`src/rtl/lcd_pkg.sv`:
```
// Shared definitions for the HD44780 reader and writer: FSM states, RS encodings,
// busy-flag position and default timing.
package lcd_pkg;

   typedef enum logic [2:0] {
      IDLE,
      SETUP,
      EN_HI,
      EN_LO,
      DONE
   } lcd_state_t;

   localparam logic LCD_RS_INSTR = 1'b0;
   localparam logic LCD_RS_DATA  = 1'b1;
   localparam int   LCD_BF_BIT   = 7;

   localparam int LCD_SETUP_CLKS   = 2;
   localparam int LCD_EN_HIGH_CLKS = 16;
   localparam int LCD_EN_LOW_CLKS  = 16;
   localparam int LCD_POLL_MAX     = 1023;
   localparam int LCD_TMR_W        = 16;

endpackage

```
`src/rtl/lcd_read_controller_if.sv`:
```
// Request/response and LCD pin bundle for the read controller; slave is the controller side.
interface lcd_read_controller_if;
   logic       iStart;
   logic       iRS;
   logic       iPoll;
   logic [7:0] oDATA;
   logic       oDone;
   logic       oTimeout;
   logic       oBusOwn;
   logic [7:0] LCD_DATA_IN;
   logic       LCD_RW;
   logic       LCD_RS;
   logic       LCD_EN;

   modport master (
      output iStart, iRS, iPoll, LCD_DATA_IN,
      input  oDATA, oDone, oTimeout, oBusOwn, LCD_RW, LCD_RS, LCD_EN
   );

   modport slave (
      input  iStart, iRS, iPoll, LCD_DATA_IN,
      output oDATA, oDone, oTimeout, oBusOwn, LCD_RW, LCD_RS, LCD_EN
   );
endinterface

```
`src/rtl/lcd_phase_timer.sv`:
```
// Loadable down-counter; tc is high while the count sits at zero.
// Loading N-1 on phase entry makes the phase last N cycles.
module lcd_phase_timer #(
   parameter int W = 16
) (
   input  logic         iCLK,
   input  logic         iRST,
   input  logic         load,
   input  logic [W-1:0] load_val,
   output logic         tc
);
   logic [W-1:0] cnt;

   always_ff @(posedge iCLK) begin
      if (iRST)
         cnt <= '0;
      else if (load)
         cnt <= load_val;
      else if (cnt != '0)
         cnt <= cnt - 1'b1;
   end

   assign tc = (cnt == '0);
endmodule

```
`src/rtl/lcd_read_controller.sv`:
```
// HD44780 read controller: busy-flag/address or data reads with optional BF polling.
// Define LCD_4BIT_EN to read each byte as two nibbles on LCD_DATA_IN[7:4].
//
// state | meaning
// IDLE  | waiting for a rising edge on iStart
// SETUP | RS/RW stable, EN low (address setup)
// EN_HI | EN high; bus sampled on the last cycle
// EN_LO | EN low hold; next nibble, next poll or finish
// DONE  | RW released, oDone set; back to IDLE
module lcd_read_controller
   import lcd_pkg::*;
#(
   parameter int SETUP_CLKS   = LCD_SETUP_CLKS,
   parameter int EN_HIGH_CLKS = LCD_EN_HIGH_CLKS,
   parameter int EN_LOW_CLKS  = LCD_EN_LOW_CLKS,
   parameter int POLL_MAX     = LCD_POLL_MAX
) (
   input logic                  iCLK,
   input logic                  iRST,
   lcd_read_controller_if.slave bus
);
   localparam int TW = LCD_TMR_W;

   if (SETUP_CLKS < 1 || EN_HIGH_CLKS < 1 || EN_LOW_CLKS < 1) begin : g_bad_clks
      $error("lcd_read_controller: every phase length must be at least 1");
   end
   if (POLL_MAX < 0 || POLL_MAX > 1023) begin : g_bad_poll
      $error("lcd_read_controller: POLL_MAX must fit the 10-bit attempt counter");
   end

   lcd_state_t    state;
   logic          start_prev;
   logic          rs_q;
   logic          poll_q;
   logic [9:0]    attempts;
   logic [7:0]    data_q;
   logic          done_q;
   logic          timeout_q;
   logic          bus_own;
   logic          en_q;
   logic          start_acc;
   logic          again_busy;
   logic          nib_more;
   logic          tmr_load;
   logic [TW-1:0] tmr_val;
   logic          tmr_tc;
`ifdef LCD_4BIT_EN
   logic          nibble;
   assign nib_more = ~nibble;
`else
   assign nib_more = 1'b0;
`endif

   assign start_acc  = bus.iStart && !start_prev && (state == IDLE);
   assign again_busy = poll_q && data_q[LCD_BF_BIT] && (attempts < 10'(POLL_MAX));

   always_comb begin
      tmr_load = 1'b0;
      tmr_val  = '0;
      case (state)
         IDLE:  if (start_acc) begin tmr_load = 1'b1; tmr_val = TW'(SETUP_CLKS - 1); end
         SETUP: if (tmr_tc) begin tmr_load = 1'b1; tmr_val = TW'(EN_HIGH_CLKS - 1); end
         EN_HI: if (tmr_tc) begin tmr_load = 1'b1; tmr_val = TW'(EN_LOW_CLKS - 1); end
         EN_LO: if (tmr_tc && (nib_more || again_busy)) begin
            tmr_load = 1'b1;
            tmr_val  = TW'(EN_HIGH_CLKS - 1);
         end
         default: ;
      endcase
   end

   lcd_phase_timer #(.W(TW)) u_timer (
      .iCLK     (iCLK),
      .iRST     (iRST),
      .load     (tmr_load),
      .load_val (tmr_val),
      .tc       (tmr_tc)
   );

   always_ff @(posedge iCLK) begin
      if (iRST) begin
         state      <= IDLE;
         start_prev <= 1'b0;
         rs_q       <= 1'b0;
         poll_q     <= 1'b0;
         attempts   <= '0;
         data_q     <= '0;
         done_q     <= 1'b0;
         timeout_q  <= 1'b0;
         bus_own    <= 1'b0;
         en_q       <= 1'b0;
`ifdef LCD_4BIT_EN
         nibble     <= 1'b0;
`endif
      end else begin
         start_prev <= bus.iStart;
         case (state)
            IDLE: if (start_acc) begin
               state     <= SETUP;
               done_q    <= 1'b0;
               timeout_q <= 1'b0;
               rs_q      <= bus.iPoll ? LCD_RS_INSTR : bus.iRS;
               poll_q    <= bus.iPoll;
               attempts  <= '0;
               bus_own   <= 1'b1;
`ifdef LCD_4BIT_EN
               nibble    <= 1'b0;
`endif
            end
            SETUP: if (tmr_tc) begin
               state <= EN_HI;
               en_q  <= 1'b1;
            end
            EN_HI: if (tmr_tc) begin
               state <= EN_LO;
               en_q  <= 1'b0;
`ifdef LCD_4BIT_EN
               if (!nibble) data_q[7:4] <= bus.LCD_DATA_IN[7:4];
               else         data_q[3:0] <= bus.LCD_DATA_IN[7:4];
`else
               data_q <= bus.LCD_DATA_IN;
`endif
            end
            EN_LO: if (tmr_tc) begin
               if (nib_more) begin
`ifdef LCD_4BIT_EN
                  nibble <= 1'b1;
`endif
                  state <= EN_HI;
                  en_q  <= 1'b1;
               end else if (again_busy) begin
`ifdef LCD_4BIT_EN
                  nibble <= 1'b0;
`endif
                  attempts <= attempts + 1'b1;
                  state    <= EN_HI;
                  en_q     <= 1'b1;
               end else begin
                  // Still busy here in poll mode can only mean the attempt budget ran out.
                  state     <= DONE;
                  bus_own   <= 1'b0;
                  done_q    <= 1'b1;
                  timeout_q <= poll_q && data_q[LCD_BF_BIT];
               end
            end
            DONE:    state <= IDLE;
            default: state <= IDLE;
         endcase
      end
   end

   assign bus.oDATA    = data_q;
   assign bus.oDone    = done_q;
   assign bus.oTimeout = timeout_q;
   assign bus.oBusOwn  = bus_own;
   assign bus.LCD_RW   = bus_own;
   assign bus.LCD_RS   = rs_q;
   assign bus.LCD_EN   = en_q;
endmodule

```
`src/flat_wrapper.sv`:
```
// flat-port wrapper written by rule: the top's interface ports become plain ports
module lcd_read_controller_flat import lcd_pkg::*;
#(
   parameter int SETUP_CLKS   = LCD_SETUP_CLKS,
   parameter int EN_HIGH_CLKS = LCD_EN_HIGH_CLKS,
   parameter int EN_LOW_CLKS  = LCD_EN_LOW_CLKS,
   parameter int POLL_MAX     = LCD_POLL_MAX
)
  (iCLK, iRST, bus_iStart, bus_iRS, bus_iPoll, bus_LCD_DATA_IN, bus_oDATA, bus_oDone, bus_oTimeout, bus_oBusOwn, bus_LCD_RW, bus_LCD_RS, bus_LCD_EN);
  lcd_read_controller_if bus_i ();
  input logic iCLK;
  input logic iRST;
  input wire logic [$bits(bus_i.iStart)-1:0] bus_iStart;
  input wire logic [$bits(bus_i.iRS)-1:0] bus_iRS;
  input wire logic [$bits(bus_i.iPoll)-1:0] bus_iPoll;
  input wire logic [$bits(bus_i.LCD_DATA_IN)-1:0] bus_LCD_DATA_IN;
  output wire logic [$bits(bus_i.oDATA)-1:0] bus_oDATA;
  output wire logic [$bits(bus_i.oDone)-1:0] bus_oDone;
  output wire logic [$bits(bus_i.oTimeout)-1:0] bus_oTimeout;
  output wire logic [$bits(bus_i.oBusOwn)-1:0] bus_oBusOwn;
  output wire logic [$bits(bus_i.LCD_RW)-1:0] bus_LCD_RW;
  output wire logic [$bits(bus_i.LCD_RS)-1:0] bus_LCD_RS;
  output wire logic [$bits(bus_i.LCD_EN)-1:0] bus_LCD_EN;
  assign bus_i.iStart = bus_iStart;
  assign bus_i.iRS = bus_iRS;
  assign bus_i.iPoll = bus_iPoll;
  assign bus_i.LCD_DATA_IN = bus_LCD_DATA_IN;
  assign bus_oDATA = bus_i.oDATA;
  assign bus_oDone = bus_i.oDone;
  assign bus_oTimeout = bus_i.oTimeout;
  assign bus_oBusOwn = bus_i.oBusOwn;
  assign bus_LCD_RW = bus_i.LCD_RW;
  assign bus_LCD_RS = bus_i.LCD_RS;
  assign bus_LCD_EN = bus_i.LCD_EN;
  lcd_read_controller #(.SETUP_CLKS(SETUP_CLKS), .EN_HIGH_CLKS(EN_HIGH_CLKS), .EN_LOW_CLKS(EN_LOW_CLKS), .POLL_MAX(POLL_MAX)) u_core (.iCLK(iCLK), .iRST(iRST), .bus(bus_i));
endmodule
```
`config.mk`:
```
export PLATFORM = sky130hd
export DESIGN_NAME = lcd_read_controller_flat
export DESIGN_NICKNAME = d
export VERILOG_FILES = /design/src/rtl/lcd_pkg.sv /design/src/rtl/lcd_read_controller_if.sv /design/src/rtl/lcd_phase_timer.sv /design/src/rtl/lcd_read_controller.sv /design/src/flat_wrapper.sv
export SDC_FILE = /design/constraint.sdc
export NUM_CORES = 1
export LEC_CHECK = 0
export CAP_MARGIN = 20
export CORE_ASPECT_RATIO = 1.25
export CORE_MARGIN = 2
export CORE_UTILIZATION = 38
export DETAILED_ROUTE_END_ITERATION = 16
export SLEW_MARGIN = 40
export SYNTH_ARGS = -nofsm -noshare
export SYNTH_HDL_FRONTEND = slang
export SYNTH_SLANG_ARGS = --single-unit
export TNS_END_PERCENT = 5
```
`constraint.sdc`:
```
create_clock -name iCLK -period 1.94 [get_ports iCLK]
set_input_delay 0.582 -clock iCLK [delete_from_list [all_inputs] [get_ports iCLK]]
set_output_delay 0.582 -clock iCLK [all_outputs]
set_load 0.05 [all_outputs]
```
==> flow_summary.yaml, run 1 <==
worst_setup_path:
  cp_max_fo: 8
  crit_type: "flop to flop"
  required_ns: 2.14
  critPathLaunchType: "flop"
  worstPathArrival_ns: 2.15
  cp-end-kind: "flop"
power:
  power_density_nw_per_um2: 1410
  ir_worst_vdd_uv: 978
  leakagePower_uw: 0.00116
finish:
  area_growth_syn_to_layout_pct: 34.3
  fin_area_sq_um: 2820
  stdcell_count: 357
  drive_above_1_share_pct: 27.3
  fin_nets: 308
  antenna_cells: 0
sta:
  post-route-period-util_pct: 100
  slew_violations: 0
  hold_viol_final: 0
  rsz0062_at_grt: "yes"
  setup_tns_ns: -0.00490
  clock.fmax_ghz: 0.514
  fin_skew_ns: 0.0102
  worst_slew_pin_slew_ns: 0.369
  finalSetupViolations: 1
  slew-limit-headroom_pct: 75.2
  setup_ws_ns: -0.00490
  period_minus_slack_ns: 1.94
cts:
  holdBufCountCts: 0
  cts.clk_slew.worst_paths_ns: 0.09
  cts.path.max_buffers: 2
  post_cts_buffers: 0
  h-tree-depth: 2
  cts_tree: "done"
  cts_buffers: 5
  cts_root_buffer: "clkbuf_8"
  insertion_delay_ns: 0.30
  clock_sinks: 44
global_route:
  grt_overflow_total: 0
  antenna_found_initial: 0
  grt_max_degree: 16
  grt_pass1_wl_microns: 7960
  grtUsageTotal_pct: 16.5
  grt_pass1_vias: 1754
drt:
  vias: 1884
  viasPerCell: 5.28
  drtPass1Iterations: 4
  first_iter_violations: 91
  wl_per_cell_microns: 13.7
  drc: 0
  routed_wl_microns: 4910
  ant_nets: 0
synthesis:
  synthTopCellsByArea: "dfxtp_1 (42%), nor2_1 (5.0%), mux2i_1 (4.3%)"
  yosysSeqAreaShare_pct: 41.9
  syn_avg_cell_area_sq_um: 9.02
  synth-edff-count: 0
  yosys_register_bits: 44
  post-synth-top-count-cell: "dfxtp_1"
  async_flop_share_pct: 0
  synth_ff_type: "dfxtp_1"
  synth_common_cells: "dfxtp_1 (44), nor2_1 (28), nand2_1 (18)"
  yosysWarnings: 0
  synth_nets: 249
  syn_inst: 233
  post_synth_num_cell_types: 49
  synth_area_sq_um: 2100
  synth_area_leader_cell: "dfxtp_1"
  synth_top_area_share_pct: 41.9
placement:
  hpwl_microns: 3550
  place_worst_setup_slack_ns: -0.607
  place_area_sq_um: 2640
  gp_congestion: 0.768
  io_buffers: 26
  place_inst: 349
flow_run:
  maxCapViolations: 0
die:
  core_sq_um: 5370
  rows: 30
  die_w_microns: 70.5
  io_pins: 27
  die_h_microns: 87.2
  dieArea_sq_um: 6150
  initial_core_util_pct: 39.2
outcome:
  failed_checks: "setup timing"
  status: "finished with violations"
min_path:
  holdCritPathClass: "flop to flop"
[worst max-delay path: stages (launching register included)]
cell and delay [ns]:
dfxtp_2 0.33, inv_2 0.07, ha_4 0.13, nor3b_4 0.25, nand4_4 0.14, or4b_4 0.67
mux2i_1 0.19, nor2_1 0.06
[area by class of cell]
class | count | area (sq um)
Sequential cell | 44 | 883
Tap cell | 64 | 80.1
Clock inverter | 2 | 38.8
Clock buffer | 6 | 82.6
Inverter | 3 | 11.3
Multi-Input combinational cell | 175 | 1230
Fill cell | 501 | 2540
Timing Repair Buffer | 63 | 502
[layer usage]
layer  vias to the layer above  GRT usage [%]  wire length (microns)
met5                         -              0                      0
met4                         0           6.29                     74
met3                         5           3.70                    111
met2                        18           29.1                   2470
met1                       882           19.5                   2250
li1                        979              -                      -
[sequential cells by signal, summed over array words and instances (netlist names)]
register and cells:
u_core.attempts 10, u_core.bus.LCD_RS 1, u_core.start_prev 1, u_core.poll_q 1, u_core.state 3, u_core.bus.LCD_RW 1
u_core.bus.oDone 1, u_core.bus.oTimeout 1, u_core.u_timer.cnt 16, u_core.bus.LCD_EN 1, u_core.bus.oDATA 8
[logic make-up after synthesis]
| kind of cell | synth area share, % |
|---|---|
| xor gates and xnor gates | 4.58 |
| buffers and inverters | 3.15 |
| and+or+nand+nor | 29.1 |
| adders and majority gates | 1.79 |
| AOI/OAI and AO/OA | 15.2 |
| muxes | 4.29 |
| DFF | 41.9 |
[through the flow]
step	hold slack [ns]	util [%]	total power, uW
2_1_floorplan	0.444	-	2460
4_1_cts	0.464	52.1	3990
3_5_place_dp	0.451	49.2	3140
3_3_place_gp	0.449	49.2	3140
5_1_grt	0.483	52.6	4230
6_report	0.463	52.6	3970
[report_power, final]
part	switching (uW)	total (uW)	internal, uW
Combinational	1040	2000	966
Clock	328	749	421
Sequential	150	1220	1070
[worst paths after layout]
check | start | endpoint | slack (ns) | cells past startpoint
setup reg to reg | u_core.u_timer.cnt[1] | u_core.bus.oDATA[0] | -0.005 | 7
setup / recovery | u_core.u_timer.cnt[1] | u_core.bus.oDATA[0] | -0.005 | 7
hold reg to reg | u_core.bus.LCD_RS | u_core.bus.LCD_RS | 0.46 | 2
hold / removal | u_core.bus.LCD_RS | u_core.bus.LCD_RS | 0.46 | 2
[placed cells by master (no fill, tap or decap), types with 3 or more instances in the layout]
cell type,count
nor3_1,4
clkbuf_8,6
a211oi_1,3
xnor2_1,4
or4_1,8
xor2_1,7
nand3_1,12
mux2i_1,9
o31ai_1,5
nor4_1,3
clkdlybuf4s50_1,11
dfxtp_1,42
o21ai_0,6
nand2_1,18
buf_4,51
nor2_1,28
a21oi_1,16
nor4_4,3
nand4b_1,3
nand3b_1,3
[what timing repair did]
item                       4_1_cts  5_1_grt
gates resized for setup          8       10
pin swaps                       11        3
cloned                           1        0
setup endpoints to repair       36       31
Power figures use the tool's default switching activity.
==> inputs of run 2 (changes only) <==
==> constraint.sdc (replaced) <==
create_clock -name iCLK -period 1.94 [get_ports iCLK]
set_input_delay 0.388 -clock iCLK [delete_from_list [all_inputs] [get_ports iCLK]]
set_output_delay 0.388 -clock iCLK [all_outputs]
set_load 0.1 [all_outputs]
==> flow_summary.yaml, run 2 (synthesis results as in run 1) <==
drt:
  drtPass1Iterations: 4
  ant_nets: 0
  viasPerCell: 5.28
  wl_per_cell_microns: 12.9
  first_iter_violations: 52
  drc: 0
  vias: 1907
  routed_wl_microns: 4670
worst_setup_path:
  path_buf_inv: 2
  crit_type: "flop to flop"
  crit_chain: "nor4_4 -> buf_4 -> nand4_4 -> or4b_4 -> buf_8 -> mux2i_2 -> nor2_1"
  critPathSlowestCell: "or4b_4"
  worstPathArrival_ns: 2.12
  cp_max_fo: 8
  critPathLaunchType: "flop"
  critical_path.top_delay_family: "simple AND/OR/NAND/NOR gates"
  required_ns: 2.13
  crit_path_max_incr_delay_ns: 0.49
  cp-end-kind: "flop"
cts:
  cts.path.max_buffers: 2
  clock_sinks: 44
  cts_root_buffer: "clkbuf_8"
  post_cts_buffers: 0
  cts_buffers: 5
  insertion_delay_ns: 0.30
  cts.clk_slew.worst_paths_ns: 0.08
  cts_tree: "done"
  h-tree-depth: 2
sta:
  clock.fmax_ghz: 0.520
  hold_viol_final: 0
  slew_violations: 0
  fin_skew_ns: 0.0117
  period_minus_slack_ns: 1.92
  post-route-period-util_pct: 99.1
  finalSetupViolations: 0
  setup_ws_ns: 0.0174
  slew-limit-headroom_pct: 78.9
  worst_slew_pin_slew_ns: 0.314
  rsz0062_at_grt: "yes"
outcome:
  status: "complete, no violations"
die:
  dieArea_sq_um: 6150
  initial_core_util_pct: 39.2
  die_w_microns: 70.5
  io_pins: 27
  core_sq_um: 5370
  rows: 30
  die_h_microns: 87.2
placement:
  io_buffers: 26
  place_area_sq_um: 2680
  gp_congestion: 0.743
  hpwl_microns: 3510
  place_worst_setup_slack_ns: -0.407
finish:
  multi_input_area_sq_um: 1200
  antenna_cells: 0
  regMostFlops: "u_core.u_timer.cnt"
  fin_area_sq_um: 2830
  largest_reg_flops: 16
  num-fill-cells: 500
  regArea_sq_um: 886
  final_cell_mix: "buf_4 (56), dfxtp_1 (40), nor2_1 (28)"
  utilization_pct: 52.8
  drive_above_1_share_pct: 28.3
  fin_nets: 314
  area_growth_syn_to_layout_pct: 34.7
  final_common_cell: "buf_4"
global_route:
  grtUsageTotal_pct: 16.7
  grt_max_degree: 16
  antenna_found_initial: 0
  grt_overflow_total: 0
  grt_pass1_wl_microns: 8290
  grt_pass1_vias: 1875
power:
  leakagePower_uw: 0.00117
  power_density_nw_per_um2: 1410
  ir_worst_vdd_uv: 628
flow_run:
  maxCapViolations: 0
min_path:
  holdCritPathClass: "primary input to flop"
==> run 2: report_power, final <==
group / total (uW) / internal [uW] / switching, uW
Clock: 674 / 370 / 305
Combinational: 2100 / 1020 / 1080
Sequential: 1210 / 1070 / 143
Total: 3980 / 2460 / 1520
==> run 2: worst register-to-register path, cell delays in order (launching register included) <==
cell and delay (ns):
dfxtp_2 0.34, nor4_4 0.33, buf_4 0.19, nand4_4 0.09
or4b_4 0.50, buf_8 0.16, mux2i_2 0.17, nor2_1 0.05
==> run 2: cell type report <==
| type | instances | share of cell area (%) |
|---|---|---|
| Multi-Input combinational cell | 175 | 42.4 |
| Sequential cell | 44 | 31.3 |
| Timing Repair Buffer | 69 | 19.6 |
| Tap cell | 64 | 2.83 |
| Clock buffer | 5 | 2.43 |
| Clock inverter | 1 | 1.06 |
| Inverter | 3 | 0.398 |
==> run 2: stage by stage <==
step | hold slack (ns) | std cells | TNS [ns] | power (uW)
CTS | 0.465 | 361 | 0 | 4010
global route | 0.480 | 361 | -0.569 | 4270
detailed placement | 0.449 | 354 | -8.03 | 3300
finish | 0.460 | 361 | 0 | 3980
floorplan | 0.444 | 233 | -1.52 | 2520
global placement | 0.448 | 354 | -7.57 | 3290
==> run 2: per-layer routing <==
layer | GRT usage (%) | share of wire [%]
met1 | 19.5 | 46
met2 | 30.0 | 49
met3 | 3.13 | 2.4
met4 | 6.29 | 1.7
met5 | 0 | 0
==> run 2: final timing paths <==
kind                    startpoint                   to  slack [ns]  depth (start not counted)
max          u_core.u_timer.cnt[6]  u_core.bus.oDATA[4]        0.02                          7
min                     bus_iStart    u_core.start_prev        0.46                          2
min reg2reg      u_core.bus.LCD_RS    u_core.bus.LCD_RS        0.46                          2
max reg2reg  u_core.u_timer.cnt[6]  u_core.bus.oDATA[4]        0.02                          7
==> run 2: what timing repair did <==
action | 4_1_cts | 5_1_grt
resized for setup | 4 | 11
hold buffers | 0 | 0
cloned | 1 | 0
pin swaps | 11 | 1
endpoints found under the setup margin | 19 | 22
==> variant 1, RTL diff (flow settings as in run 2) <==
Set the package constant `LCD_TMR_W` to 20 (it was 16).
--- a/src/rtl/lcd_pkg.sv
+++ b/src/rtl/lcd_pkg.sv
@@ -19,5 +19,5 @@
    localparam int LCD_EN_LOW_CLKS  = 16;
    localparam int LCD_POLL_MAX     = 1023;
-   localparam int LCD_TMR_W        = 16;
+   localparam int LCD_TMR_W        = 20;
 
 endpackage
Behaviour: no difference found for any inputs over 10 cycles, from zero or initial values and one cycle with iRST high; that may be too few to reach the edited logic, so the function may still have changed.
==> variant 1 against run 2 <==
The flow now finishes with violations (negative setup slack). Clock power increased by 5.9%. Fmax decreased by 4.8%. Design area increased by 23%. Setup slack got worse by 97 ps. Global-route usage increased by 1.2 points. Total power increased by 52%. Critical path depth decreased by 2. Die area increased by 13%. Synthesized area increased by 14%. Count of clock-buffer cells in the layout increased by 1. Wire length increased by 33%. Sequential cell count increased by 4. Combinational power increased by 89%.
==> variant 1: results (changes against run 2) <==
Cells and area
  – Multi-input comb cells: 197 (+13%)
  – Number of fill cells: 557 (+11%)
  – Net count, final: 368 (+17%)
  – Max FFs per register: 20 (+4)
  – Clock buffer cells: 6 (+1)
  – Layout cells sized above 1: 37.7% (+9.4 points)
  – Clock buf/inv share: 3.09% (-0.40 points)
  – Buffers, non-clock: 95 (+38%)
  – Fraction of area in multi-input gates: 43.1% (+0.71 points)
  – Storage cell area: 970 sq um (+9.5%)
  – Non-CTS inverters: 5 (+2)
  – Signal buf overhead: 22.3% (+2.7 points)

Outcome
  – Status: finished, violations left
  – Failing checks: negative setup slack

Global route
  – Vias in the first global route: 2,133 (+14%)
  – Total Routing Usage GR: 17.9% (+1.2 points)
  – Met3 Usage GRT: 3.26% (+0.14 points)
  – Met2 GRT Util: 31.4% (+1.4 points)
  – First-pass GRT wire length: 9680 um (+17%)

Setup path
  – R2R Path Start: u_core.u_timer.cnt[5]$_SDFFE_PP0P_
  – Worst Path Arrival: 2260 ps (+140 ps)
  – CP max stage cell: or4_4
  – RR Endpoint: u_core.attempts[7]$_SDFFE_PP0P_
  – CP max stage delay: 590 ps (+100 ps)

Clock tree
  – CTS resizes: 12 (+8)
  – Clock sink count: 48 (+9.1%)

Timing
  – WHS: 454 ps (-5.21 ps)
  – Final setup viols: 11 (+11)
  – Worst slew pin tran: 452 ps (+138 ps)
  – Final WS setup: -80.0 ps (-97.4 ps)
  – Worst Skew: 7.60 ps (-4.05 ps)

Power
  – Int Pwr: 3490 uW (+42%)
  – P_leak: 0.00137 uW (+17%)
  – Logic pwr share: 65.4% (+13 points)

Detailed routing
  – Met3 routed WL: 122 um (+7.0%)
  – WL met2: 3280 um (+42%)
  – Via count: 2,261 (+19%)
  – Drt total wl: 6210 um (+33%)
  – Initial DRC count: 108 (+110%)

Worst hold path
  – Hold endpoint: u_core.bus.LCD_RS$_SDFFE_PP0P_
  – Hold Crit Class: register to register
  – Hold path startpoint: u_core.bus.LCD_RS$_SDFFE_PP0P_

Place
  – Pre-CTS setup slack: -198 ps (+209 ps)
  – Routability Congestion: 0.844 (+14%)

Synth
  – Register area share after synthesis: 40.0% (-1.9 points)
  – Synth top area cells: dfxtp_1, nor2_1, mux2i_1
  – Post-synth top cells: dfxtp_1, nor2_1, a21oi_1
  – Syn Nets: 278 (+12%)
-- variant 1: kinds of logic after synthesis --
kind of cell             Yosys count  synth area share, %
AO/OA/AOI/OAI                     48                 14.4
XOR/XNOR                          15                 5.47
adder cells (fa/ha/maj)            3                 1.56
buffers and inverters             18                 3.91
flip-flops                        48                 40.0
multiplexers                      10                 4.17
AND/OR/NAND/NOR                  120                 30.4
-- variant 1: metrics by stage --
| stage | area [sq um] | power [uW] | TNS, ps | instances |
|---|---|---|---|---|
| floorplan | 2410 | 3580 | -394 | 262 |
| global placement | 3150 | 4800 | -4210 | 423 |
| detailed placement | 3150 | 4800 | -5550 | 423 |
| CTS | 3330 | 5690 | -734 | 432 |
| global route | 3480 | 6480 | -1790 | 438 |
| finish | 3480 | 6060 | -462 | 438 |
-- variant 1: worst min-delay path: stages, from the launching register on --
cell	delay, ps
dfxtp_1	320
nand2_1	50
a21oi_1	50
==> variant 2, RTL diff (config.mk and constraints of run 2) <==
Made on the original files. Encoding of `lcd_state_t`: now Gray code (3 bits for 5 states).
--- a/src/rtl/lcd_pkg.sv
+++ b/src/rtl/lcd_pkg.sv
@@ -4,9 +4,9 @@
 
    typedef enum logic [2:0] {
-      IDLE,
-      SETUP,
-      EN_HI,
-      EN_LO,
-      DONE
+      IDLE  = 3'b000,
+      SETUP = 3'b001,
+      EN_HI = 3'b011,
+      EN_LO = 3'b010,
+      DONE  = 3'b110
    } lcd_state_t;
 
Function: same outputs for any inputs over 10 cycles, from zero or initial values and one cycle with iRST high; not proved beyond that.
==> variant 2 against run 2 <==
The run now ends with negative setup slack left. Synthesized area decreased by 1.7%. Setup slack got worse by 44 ps. Wire length is 6.2% higher. Sequential share of layout area decreased by 1.3 points. Design area is 4.3% higher. Sequential cell count is the same. Total power grew 17%. First-iteration DRC count is 21% lower. Critical endpoint is now u_core.attempts[3]$_SDFFE_PP0P_. Largest cell class unchanged. Largest power group unchanged. Highest routed layer unchanged.
==> variant 2: results (changes against run 2) <==
Setup path
  – Cell count of the worst reg-to-reg path: 8 (+1)
  – Crit path from: u_core.u_timer.cnt[0]$_SDFFE_PP0P_

Cells and area
  – Layout cells sized above 1: 32.2% (+3.9 points)
  – Fraction of area in multi-input gates: 40.9% (-1.5 points)
  – Storage cell area: 887 sq um (+0.14%)
  – Clock buffer cells: 6 (+1)
  – Net count, final: 327 (+4.1%)
  – Buffers, non-clock: 80 (+16%)
  – Clock buf/inv share: 3.47% (-0.018 points)
  – Multi-input comb cells: 176 (+0.57%)

Detailed routing
  – Via density: 5.19 (-1.7%)
  – Met3 routed WL: 127 um (+11%)
  – WL met2: 2570 um (+11%)
  – M1 wire length: 2150 um (-1.0%)

Place
  – Routability Congestion: 0.881 (+19%)
  – Pre-CTS setup slack: -283 ps (+124 ps)

Worst hold path
  – Hold endpoint: u_core.bus.LCD_EN$_SDFFE_PP0P_

Timing
  – Final setup viols: 6 (+6)
  – Final WS setup: -27.0 ps (-44.4 ps)
  – Rel. slew slack: 74.5% (-4.3 points)
  – WHS: 450 ps (-9.62 ps)

Global route
  – Total Routing Usage GR: 16.3% (-0.32 points)
  – Met3 Usage GRT: 3.49% (+0.36 points)

Power
  – Sw frac: 39.6% (+1.3 points)
  – P_leak: 0.00128 uW (+8.7%)

Outcome
  – Failing checks: negative setup slack
  – Status: finished, violations left

Synth
  – Synth top area cells: dfxtp_1, a21oi_1, nor2_1
  – Multiplexer share of the synthesized area: 3.88% (-0.41 points)
  – Fraction of the mapped netlist area in compound gates: 17.4% (+2.2 points)
  – Synthesized-area fraction occupied by adder cells: 1.82% (+0.031 points)
## variant 2: cell count changes after synthesis, sizes merged, moves of 3 or more
cell and delta:
o2111ai +3, nand4b -3, o21ai +3, o211ai +4
a21oi +3
## variant 2: cell families (layout without fill, tap and decap cells)
group,after synthesis,count (layout)
and+or+nand+nor,97,97
AOI/OAI and AO/OA,57,57
DFF,44,44
buffers and inverters,14,91
xor gates and xnor gates,11,11
muxes,8,8
adders and majority gates,3,3
## variant 2: metrics by stage
stage / area, sq um / instances / utilization (%) / setup TNS, ps / power, uW
global placement: 2730 / 365 / 51.2 / -1730 / 3820
CTS: 2840 / 372 / 53.3 / -244 / 4550
finish: 2950 / 375 / 55.4 / -102 / 4650
detailed placement: 2730 / 365 / 51.2 / -2380 / 3820
global route: 2950 / 375 / 55.4 / -711 / 5000
floorplan: 2080 / 234 / - / -14.2 / 2760
## variant 2: repair_timing
item | CTS | global route
resized for setup | 3 | 29
pin swaps | 1 | 9
setup buffers | 0 | 3
endpoints found under the setup margin | 9 | 34
